<file path="config.mk">
export PLATFORM = sky130hd
export DESIGN_NAME = counter_sched_flat
export DESIGN_NICKNAME = d
export VERILOG_FILES = /design/src/rtl/counter_sched_if.sv /design/src/rtl/counter_sched.sv /design/src/flat_wrapper.sv
export SDC_FILE = /design/constraint.sdc
export NUM_CORES = 1
export LEC_CHECK = 0
export CAP_MARGIN = 20
export CELL_PAD_IN_SITES_DETAIL_PLACEMENT = 1
export CELL_PAD_IN_SITES_GLOBAL_PLACEMENT = 1
export CORE_MARGIN = 5
export CORE_UTILIZATION = 30
export DETAILED_ROUTE_END_ITERATION = 8
export PLACE_DENSITY_LB_ADDON = 0.05
export SYNTH_ARGS = -nofsm -noshare
export SYNTH_HDL_FRONTEND = slang
export SYNTH_SLANG_ARGS = --single-unit
</file>
<file path="constraint.sdc">
create_clock -name Clock -period 2.1 [get_ports Clock]
set_input_delay 0.42 -clock Clock [delete_from_list [all_inputs] [get_ports Clock]]
set_output_delay 0.42 -clock Clock [all_outputs]
set_load 0.02 [all_outputs]
</file>
<file path="src/rtl/counter_sched_if.sv">
// Handshake bundle between the requesting logic, the shared counter and
// the scheduler. The scheduler connects through the slave modport.
interface counter_sched_if #(
  parameter int NBITS_COUNTER = 8,
  parameter int NREQ          = 4
);
  logic [NREQ-1:0]               Req;
  logic [NREQ*NBITS_COUNTER-1:0] Duration;
  logic [NBITS_COUNTER-1:0]      Count;
  logic                          Cnt_Enable;
  logic                          Cnt_Reset;
  logic [NREQ-1:0]               Grant;
  logic [NREQ-1:0]               Done;
  logic                          Busy;

  // Requesters plus counter side: drive requests, durations and count.
  modport master (
    output Req, Duration, Count,
    input  Cnt_Enable, Cnt_Reset, Grant, Done, Busy
  );

  // Scheduler side: sole driver of the counter controls and the grants.
  modport slave (
    input  Req, Duration, Count,
    output Cnt_Enable, Cnt_Reset, Grant, Done, Busy
  );
endinterface

</file>
<file path="src/rtl/counter_sched.sv">
// Round-robin scheduler sharing one counter between NREQ requesters.
// A winner's Duration is latched, the counter is cleared for one cycle,
// then enabled until it equals the latched target, and Done pulses once.
module counter_sched #(
  parameter int NBITS_COUNTER = 8,
  parameter int NREQ          = 4
) (
  input  logic           Clock,
  input  logic           Reset,
  counter_sched_if.slave bus
);

  localparam int IW = (NREQ > 1) ? $clog2(NREQ) : 1;

  typedef enum logic [1:0] {
    IDLE  = 2'd0,
    CLEAR = 2'd1,
    RUN   = 2'd2,
    DONE  = 2'd3
  } state_t;

  state_t                   state, next_state;
  logic [IW-1:0]            last;
  logic [IW-1:0]            idx;
  logic [NBITS_COUNTER-1:0] target;
  logic [NREQ-1:0]          grant_q, done_q;
  logic                     busy_q;

  logic [NBITS_COUNTER-1:0] dur_arr [NREQ];
  logic [IW-1:0]            pick;
  logic                     any_req;
  logic                     owner_req;
  logic [NREQ-1:0]          grant_d, done_d;
  logic                     busy_d;
  logic                     cnt_enable, cnt_reset;

  assign any_req   = |bus.Req;
  assign owner_req = bus.Req[idx];

  // Unpack the flat Duration bus into one slice per requester.
  always_comb begin
    for (int i = 0; i < NREQ; i++) begin
      dur_arr[i] = bus.Duration[i*NBITS_COUNTER +: NBITS_COUNTER];
    end
  end

  // Round-robin search: first active request strictly after 'last', wrapping.
  always_comb begin
    int            cand;
    logic [IW-1:0] cand_idx;
    logic          found;
    // NOTE: every combinational output gets a default before any branch,
    // otherwise a path that skips the assignment infers a latch.
    pick     = '0;
    found    = 1'b0;
    cand     = 0;
    cand_idx = '0;
    for (int k = 1; k <= NREQ; k++) begin
      cand     = (int'(last) + k) % NREQ;
      cand_idx = IW'(cand);
      if (!found && bus.Req[cand_idx]) begin
        found = 1'b1;
        pick  = cand_idx;
      end
    end
  end

  // State register plus registered Grant/Done/Busy and the latched job.
  always_ff @(posedge Clock) begin
    // NOTE: the latched index and target are ordinary flops, so they can be
    // cleared by reset along with the control state.
    if (Reset) begin
      state   <= IDLE;
      last    <= IW'(NREQ - 1);
      idx     <= '0;
      target  <= '0;
      grant_q <= '0;
      done_q  <= '0;
      busy_q  <= 1'b0;
    end else begin
      // NOTE: non-blocking assignments keep every flop sampling pre-edge
      // values, so the order of these statements does not matter.
      state   <= next_state;
      grant_q <= grant_d;
      done_q  <= done_d;
      busy_q  <= busy_d;
      if (state == IDLE && any_req) begin
        idx    <= pick;
        last   <= pick;
        target <= dur_arr[pick];
      end
    end
  end

  // Next-state logic; an owner dropping its request aborts CLEAR or RUN.
  always_comb begin
    next_state = state;
    case (state)
      IDLE:    if (any_req) next_state = CLEAR;
      CLEAR:   next_state = owner_req ? RUN : IDLE;
      RUN: begin
        if (!owner_req)                next_state = IDLE;
        else if (bus.Count == target)  next_state = DONE;
      end
      DONE:    next_state = IDLE;
      default: next_state = IDLE;
    endcase
  end

  // Outputs: counter controls are combinational, the rest are next values
  // for the output flops so Grant/Done/Busy align with the state register.
  always_comb begin
    cnt_reset  = (state == CLEAR);
    cnt_enable = (state == RUN) && (bus.Count != target);
    busy_d     = (next_state != IDLE);
    if (next_state == IDLE)
      grant_d = '0;
    else if (state == IDLE)
      grant_d = NREQ'(1) << pick;
    else
      grant_d = grant_q;
    done_d = (next_state == DONE) ? (NREQ'(1) << idx) : '0;
  end

  assign bus.Cnt_Enable = cnt_enable;
  assign bus.Cnt_Reset  = cnt_reset;
  assign bus.Grant      = grant_q;
  assign bus.Done       = done_q;
  assign bus.Busy       = busy_q;

endmodule

</file>
<file path="src/flat_wrapper.sv">
// flat-port wrapper written by rule: the top's interface ports become plain ports
module counter_sched_flat 
#(
  parameter int NBITS_COUNTER = 8,
  parameter int NREQ          = 4
)
  (Clock, Reset, bus_Req, bus_Duration, bus_Count, bus_Cnt_Enable, bus_Cnt_Reset, bus_Grant, bus_Done, bus_Busy);
  counter_sched_if #(.NBITS_COUNTER(NBITS_COUNTER), .NREQ(NREQ)) bus_i ();
  input  logic Clock;
  input  logic Reset;
  input wire logic [$bits(bus_i.Req)-1:0] bus_Req;
  input wire logic [$bits(bus_i.Duration)-1:0] bus_Duration;
  input wire logic [$bits(bus_i.Count)-1:0] bus_Count;
  output wire logic [$bits(bus_i.Cnt_Enable)-1:0] bus_Cnt_Enable;
  output wire logic [$bits(bus_i.Cnt_Reset)-1:0] bus_Cnt_Reset;
  output wire logic [$bits(bus_i.Grant)-1:0] bus_Grant;
  output wire logic [$bits(bus_i.Done)-1:0] bus_Done;
  output wire logic [$bits(bus_i.Busy)-1:0] bus_Busy;
  assign bus_i.Req = bus_Req;
  assign bus_i.Duration = bus_Duration;
  assign bus_i.Count = bus_Count;
  assign bus_Cnt_Enable = bus_i.Cnt_Enable;
  assign bus_Cnt_Reset = bus_i.Cnt_Reset;
  assign bus_Grant = bus_i.Grant;
  assign bus_Done = bus_i.Done;
  assign bus_Busy = bus_i.Busy;
  counter_sched #(.NBITS_COUNTER(NBITS_COUNTER), .NREQ(NREQ)) u_core (.Clock(Clock), .Reset(Reset), .bus(bus_i));
endmodule
</file>
==> results of run 1 <==
cell usage after synthesis (2+ instances only):
cell and number:
nor3_1 6, inv_1 7, a311oi_1 6, nand3b_1 4, clkbuf_1 3, a221oi_1 4
nor4_1 2, xor2_1 4, and3b_1 2, a21oi_1 10, a211oi_1 2, nand3_1 7
o21ai_0 7, dfxtp_1 23, buf_6 2, nand2b_1 2, mux2_2 2, o21bai_1 3
buf_2 3, a21boi_0 2, xnor2_1 4, mux2i_1 4, nor2_1 22, nor2b_1 7
nand2_1 3
state kept, by name, summed over array words and instances, names as in the netlist:
name / count
u_core.state: 2
u_core.last: 2
u_core.bus.Grant: 4
u_core.bus.Done: 4
u_core.idx: 2
u_core.bus.Busy: 1
u_core.target: 8
critical path: stages:
cell,delay (ps)
clkdlybuf4s50_1,540
buf_4,160
nand2b_1,80
a21oi_2,240
nor3_4,100
buf_12,160
nand3b_1,160
a311oi_1,300
final timing paths:
path / start / end / slack [ps] / cells after the start
min: u_core.bus.Grant[3]$_SDFFE_PP0N_ / u_core.bus.Grant[3]$_SDFFE_PP0N_ / 500 / 2
min reg2reg: u_core.bus.Grant[3]$_SDFFE_PP0N_ / u_core.bus.Grant[3]$_SDFFE_PP0N_ / 500 / 2
max reg2reg: u_core.last[0]$_SDFFE_PP1P_ / u_core.target[6]$_SDFFE_PP0P_ / 320 / 6
max: bus_Req[3] / u_core.target[6]$_SDFFE_PP0P_ / 100 / 8
kinds of logic after synthesis:
group           share of synthesized area [%]
xor+xnor                                 5.23
compound gates                           23.6
buf+inv                                  5.60
simple gates                             24.8
flops                                    34.4
mux                                      6.35
stage by stage:
stage | instances | TNS, ps
6_report | 287 | 0
5_1_grt | 287 | -25.9
4_1_cts | 287 | 0
3_5_place_dp | 283 | -3240
3_3_place_gp | 283 | -2490
2_1_floorplan | 158 | 0
cell type report:
class,count,area (um2)
well taps,52,65.1
repair buffers,81,767
multi-input cells,120,838
clock inverters,1,7.51
inverters,7,26.3
flip-flops and latches,23,460
clock buffers,3,41.3
fillers,542,2150
metal layers:
metal	share of wire [%]	track usage, %
met1	41	19.4
met2	52	30.8
met3	5.5	2.46
met4	1.6	5.07
met5	0	0
repair_timing:
| item | in CTS | in global routing |
|---|---|---|
| setup endpoints to repair | 1 | 8 |
| gates resized for setup | 9 | 7 |
| pin swaps | 1 | 1 |
where the power goes:
part / switching [uW] / internal, uW
combinational: 270 / 321
clock: 154 / 134
sequential: 55.6 / 489
total: 481 / 945
==> flow_metrics.tcl, run 1 <==
set metrics [dict create \
    status "finished, final reports clean" \
    ys_ff_latch 23 \
    io_pins 57 \
    clock_latency_ps 260 \
    worstPathArrival_ps 2170 \
    p_leak_uw 0.000890 \
    area_growth_pct 64.6 \
    synthDistinctLibCells 42 \
    synth_ff_type "dfxtp_1" \
    required_ps 2260 \
    fp.dieH_um 76.8 \
    antenna_found_initial 0 \
    slew_headroom_pct 74.0 \
    worst_setup_path_start_kind "primary input" \
    layout-drive-gt1-share_pct 18.7 \
    hp-class "reg -> reg" \
    cts_tree "done" \
    routedWlPerCell_um 17.1 \
    insertedDiodeCount 0 \
    grt_usage_pct 16.6 \
    finClkSkew_ps 3.45 \
    grt_setup_unrepaired "true" \
    total_power_uw 1430 \
    fmax_mhz 500 \
    utilization_pct 50.7 \
    final_cell_mix "52 x clkdlybuf4s50_1, 24 x buf_4, 23 x dfxtp_1" \
    grt_max_degree 15 \
    globalplace.congestion 0.788 \
    synth_top_cell_by_area "dfxtp_1" \
    synth_top_area_share_pct 34.4 \
    grt_pass1_vias 1657 \
    slew_viol_final 0 \
    io_buffer_count 56 \
    dp_slack_ps -468 \
    final_common_cell "clkdlybuf4s50_1" \
    clockRootBuffer "clkbuf_8" \
    worstPathMaxFanout 14 \
    finalCritPeriodShare_pct 95.3 \
    cp-end-kind "flop" \
    synthArstFlopShare_pct 0 \
    drcViolationCount 0 \
    drt_iter0_drc 32 \
    synth_warnings 0 \
    power_density_nw_per_um2 646 \
    syn-instance-count 158 \
    yosysSeqAreaShare_pct 34.4 \
    dp_hpwl_um 3970 \
    viasPerCell 5.22 \
    synthTopCellsByArea "dfxtp_1 34%, nor2_1 6.2%, a311oi_1 3.9%, a21oi_1 3.7%, nor2b_1 3.3%" \
    setup_violations 0 \
    via_count 1499 \
    mappedNetlistNets 204 \
    max_cap_violations 0 \
    routed_wirelength_um 4900 \
    die_w_um 76.8 \
    hold_buffers 0 \
    fin_area_um2 2210 \
    finalHoldViolations 0 \
    grt_pass1_wl_um 8160 \
    synth_edf_count 0 \
    core_um2 4350 \
    cts_num_sinks 23 \
    fin_crit_ps 2000 \
    fin_hold_ws_ps 496 \
    avgSynthCellArea_um2 8.48 \
    overflow 0 \
    layout_setup_ws_ps 98.3 \
    clk_pin_slew_ps 90 \
    cts_setup_buffers 0 \
    placed_cell_area_um2 2130 \
    clock_path_buffers 2 \
    worstSetupPathType "in -> reg" \
    layout.nets 282 \
    htree_levels 1 \
    syn_area_um2 1340 \
    ant_nets 0 \
    dr.pass1.iters 4 \
    cts_buffers 3 \
    ir_worst_vdd_mv 0.245 \
    core.rowCount 24 \
    dieArea_um2 5900 \
    initial_core_util_pct 30.8 \
    worstMarginPinSlew_ps 390 \
]
(Power assumes the default switching activity.)
==> run 2, diff against run 1 <==
CAP_MARGIN = 15   (was 20)
CORE_MARGIN = not set   (was 5)
==> flow_metrics.tcl, run 2 (same netlist as run 1, synthesis figures left out) <==
set metrics [dict create \
    cp-startpoint "bus_Req[1]" \
    fin_area_um2 2240 \
    overflow 0 \
    worstMarginPinSlew_ps 386 \
    core_um2 4140 \
    io_buffer_count 56 \
    antenna_found_initial 0 \
    cts_buffers 3 \
    drcViolationCount 0 \
    layout_setup_ws_ps 85.8 \
    worstSetupPathType "in -> reg" \
    dieArea_um2 4740 \
    utilization_pct 54.0 \
    clock_path_buffers 2 \
    die_w_um 68.8 \
    fmax_mhz 496 \
    grt_setup_unrepaired "true" \
    rrSetupSlack_ps 300 \
    cts_tree "done" \
    layout-drive-gt1-share_pct 19.9 \
    clock_latency_ps 270 \
    placed_cell_area_um2 2130 \
    power_density_nw_per_um2 649 \
    io_pins 57 \
    top_register "u_core.target" \
    dp_slack_ps -460 \
    worstPathArrival_ps 2180 \
    clk_pin_slew_ps 90 \
    hp-class "reg -> reg" \
    grt_usage_pct 21.0 \
    grt_pass1_vias 1529 \
    htree_levels 1 \
    finClkSkew_ps 9.64 \
    layout.nets 283 \
    core.rowCount 23 \
    setup_violations 0 \
    initial_core_util_pct 32.3 \
    finalCritPeriodShare_pct 95.9 \
    cpMostUsedCell "buf_12" \
    insertedDiodeCount 0 \
    dr.pass1.iters 4 \
    tns_ps 0 \
    path_cells "clkdlybuf4s50_1 -> nand2b_1 -> a21oi_2 -> nor3_4 -> buf_12 -> buf_12 -> nand3b_1 -> a311oi_1" \
    slew_viol_final 0 \
    slowest_stage "clkdlybuf4s50_1" \
    area_growth_pct 66.9 \
    min_from "u_core.bus.Grant[0]$_SDFFE_PP0N_" \
    dp_hpwl_um 3760 \
    placed_cells 281 \
    fill_cells 485 \
    worstSetupEndpoint "u_core.target[7]$_SDFFE_PP0P_" \
    final_cell_mix "50 x clkdlybuf4s50_1, 24 x buf_4, 23 x dfxtp_1" \
    stdcell_count 286 \
    p_leak_uw 0.000924 \
    routedWlPerCell_um 16.4 \
    grt_pass1_wl_um 7260 \
    grt_max_degree 15 \
    routed_wirelength_um 4690 \
    cp-end-kind "flop" \
    via_count 1496 \
    drt_iter0_drc 33 \
    cts_num_sinks 23 \
    status "finished, final reports clean" \
    ant_nets 0 \
    fp.dieH_um 68.8 \
    finalHoldViolations 0 \
    hold_buffers 0 \
    ir_worst_vdd_mv 0.322 \
    worstReg2RegEnd "u_core.target[7]$_SDFFE_PP0P_" \
    required_ps 2270 \
    worstPathMaxFanout 11 \
    clockRootBuffer "clkbuf_8" \
    cpPeakStageDelay_ps 550 \
    slew_headroom_pct 74.0 \
    final_common_cell "clkdlybuf4s50_1" \
    globalplace.congestion 0.820 \
    viasPerCell 5.23 \
    ff2ff_path_depth 7 \
    max_cap_violations 0 \
    fin_crit_ps 2010 \
    largest_reg_flops 8 \
    worst_setup_path_start_kind "primary input" \
    r2r-start "u_core.last[0]$_SDFFE_PP1P_" \
]
run 2: per-stage QoR:
| stage | hold WS, ps | power [uW] |
|---|---|---|
| 6_report | 493 | 1450 |
| 5_1_grt | 517 | 1540 |
| 4_1_cts | 498 | 1430 |
| 3_5_place_dp | 484 | 1140 |
| 3_3_place_gp | 460 | 1110 |
| 2_1_floorplan | 470 | 837 |
run 2: repair_timing:
item                                    in CTS  in global routing
endpoints found under the setup margin       2                 13
setup buffers                                0                  1
pin swaps                                    2                  3
resized for setup                            8                 12
run 2: report_power, final:
group	switching [uW]	total, uW	internal, uW
Sequential	56.3	546	489
Combinational	275	611	335
Clock	160	294	134
Total	492	1450	959
run 2: worst max-delay path: cells and delay by family:
kind            cells  cell delay, ps
buf+inv             3             820
simple gates        3             380
compound gates      2             540
run 2: area by class of cell:
cell class | count | area [um2] | share of cell area (%)
well taps | 50 | 62.6 | 2.80
clock buffers | 3 | 41.3 | 1.85
repair buffers | 82 | 796 | 35.6
flip-flops and latches | 23 | 460 | 20.6
multi-input cells | 120 | 842 | 37.7
clock inverters | 1 | 7.51 | 0.336
inverters | 7 | 26.3 | 1.18
run 2: layer usage:
metal	global-route usage, %	up-vias	wire, um
met2	38.1	53	2380
met1	24.9	706	1930
li1	-	729	-
met3	3.13	8	286
met4	7.40	0	87
met5	0	-	0
run 2: worst min path at each step:
stage,to,cells after the start
CTS,u_core.bus.Grant[3]$_SDFFE_PP0N_,2
finish,u_core.bus.Grant[0]$_SDFFE_PP0N_,2
global route,u_core.bus.Grant[0]$_SDFFE_PP0N_,2
detailed placement,u_core.bus.Grant[3]$_SDFFE_PP0N_,2
floorplan,u_core.bus.Done[0]$_SDFF_PP0_,1
global placement,u_core.bus.Grant[3]$_SDFFE_PP0N_,2
==> RTL change, RTL diff (settings of run 1) <==
Make the reset (`Reset`) asynchronous in one clocked block.
--- a/src/rtl/counter_sched.sv
+++ b/src/rtl/counter_sched.sv
@@ -67,5 +67,5 @@
 
   // State register plus registered Grant/Done/Busy and the latched job.
-  always_ff @(posedge Clock) begin
+  always_ff @(posedge Clock or posedge Reset) begin
     // NOTE: the latched index and target are ordinary flops, so they can be
     // cleared by reset along with the control state.
Formal check against the unedited RTL: differs if Reset is asserted again (counterexample within 4 cycles, from zero or initial values and one cycle with Reset high); with Reset held inactive, the same outputs for 10 cycles.
==> RTL change against run 1 <==
  * Sequential cell count stayed put
  * Global-route usage fell by 0.99 points
  * Final area is 3.7% lower
  * Worst setup slack lost 26 ps
  * Synthesized area grew 0.56%
  * Wire length is 7.9% lower
Power is not compared: it rests on default switching activity, and its combinational part moved more than twofold at a synthesized area within 25%.
==> RTL change: results (changes against run 1) <==
[logic_synthesis]
synth-compound-area-share_pct=24.0  ; was 23.6%
synth_ff_type=dfrtp_1  ; was dfxtp_1
muxShareOfSynthArea_pct=8.73  ; was 6.35%
syn-instance-count=135  ; was 158
ys_top_cells_by_area=dfrtp_1 (39%), a211oi_1 (12%), mux2i_1 (5.9%)  ; was dfxtp_1 (34%), nor2_1 (6.2%), a311oi_1 (3.9%)
postSynthNetCount=181  ; was 204
async_reset_ff_share_pct=100  ; was 0%
synth-seq-area-share_pct=42.9  ; was 34.4%
synth_xor_area_share_pct=5.20  ; was 5.23%
synth_common_cells=a211oi_1 (22), dfrtp_1 (21), inv_1 (14), nor2_1 (13)  ; was dfxtp_1 (23), nor2_1 (22), a21oi_1 (10)

[route]
via_count=1319  ; was 1499
drt_iter0_drc=53  ; was 32
wl_per_cell_um=17.5  ; was 17.1 µm

[global_routing]
grt_pass1_wl_um=7620  ; was 8160 µm
grt_pass1_vias=1515  ; was 1657
antenna_found_initial=0  ; unchanged
grt_max_degree=24  ; was 15

[placement]
place_ws_ps=-369  ; was -468 ps
dp_hpwl_um=3480  ; was 3970 µm
place_area_um2=2070  ; was 2130 µm²
gp_congestion=0.729  ; was 0.788

[status]
status=finished, final reports clean  ; unchanged

[clock_network]
clock-root-buffer=clkbuf_8  ; unchanged
ctsResizeCount=7  ; was 9

[sta]
min_period_ps=2030  ; was 2000 ps
relSlewSlack_pct=78.2  ; was 74.0%
skew_ps=3.21  ; was 3.45 ps

[min_path]
min_path_type=in -> async  ; was reg -> reg

[layout]
drive_above_1_share_pct=16.0  ; was 18.7%
finalNonFillerCells=258  ; was 287
fin_nets=253  ; was 282
regArea_um2=578  ; was 460 µm²

[power]
leakagePower_nw=0.935

[setup_path]
rr_startpoint=u_core.last[1]$_DFFE_PP1P_  ; was u_core.last[0]$_SDFFE_PP1P_
cp_max_fo=6  ; was 14
cp-startpoint=bus_Count[2]  ; was bus_Req[3]
crit_end=bus_Cnt_Enable  ; was u_core.target[6]$_SDFFE_PP0P_

[RTL change: changes by cell type in the layout (fill, tap and decap cells not counted), moves of 7 or more]
| cell | change |
|---|---|
| buf_4 | -8 |
| a211oi_1 | +20 |
| dfrtp_1 | +21 |
| inv_1 | +7 |
| nor2_1 | -9 |
| dfxtp_1 | -23 |
| a21oi_1 | -7 |
[RTL change: worst max-delay path, cell delays in order]
cell             delay (ps)
clkdlybuf4s50_1         470
xnor2_1                 110
nand4_1                 140
nor2_2                  140
buf_6                   120
nor2b_1                  40
buf_4                   150
[RTL change: area by class of cell]
class	instances	share of cell area (%)
clock buffers	4	2.12
multi-input cells	90	31.3
inverters	16	2.83
repair buffers	73	33.5
flip-flops and latches	23	27.2
well taps	52	3.06
[RTL change: per-layer routing]
layer  vias up  track usage [%]  wire [µm]
met3         2             3.63        238
met2        34             26.6       2190
li1        630                -          -
met5         -                0          0
met1       653             20.3       2060
met4         0             3.09         23
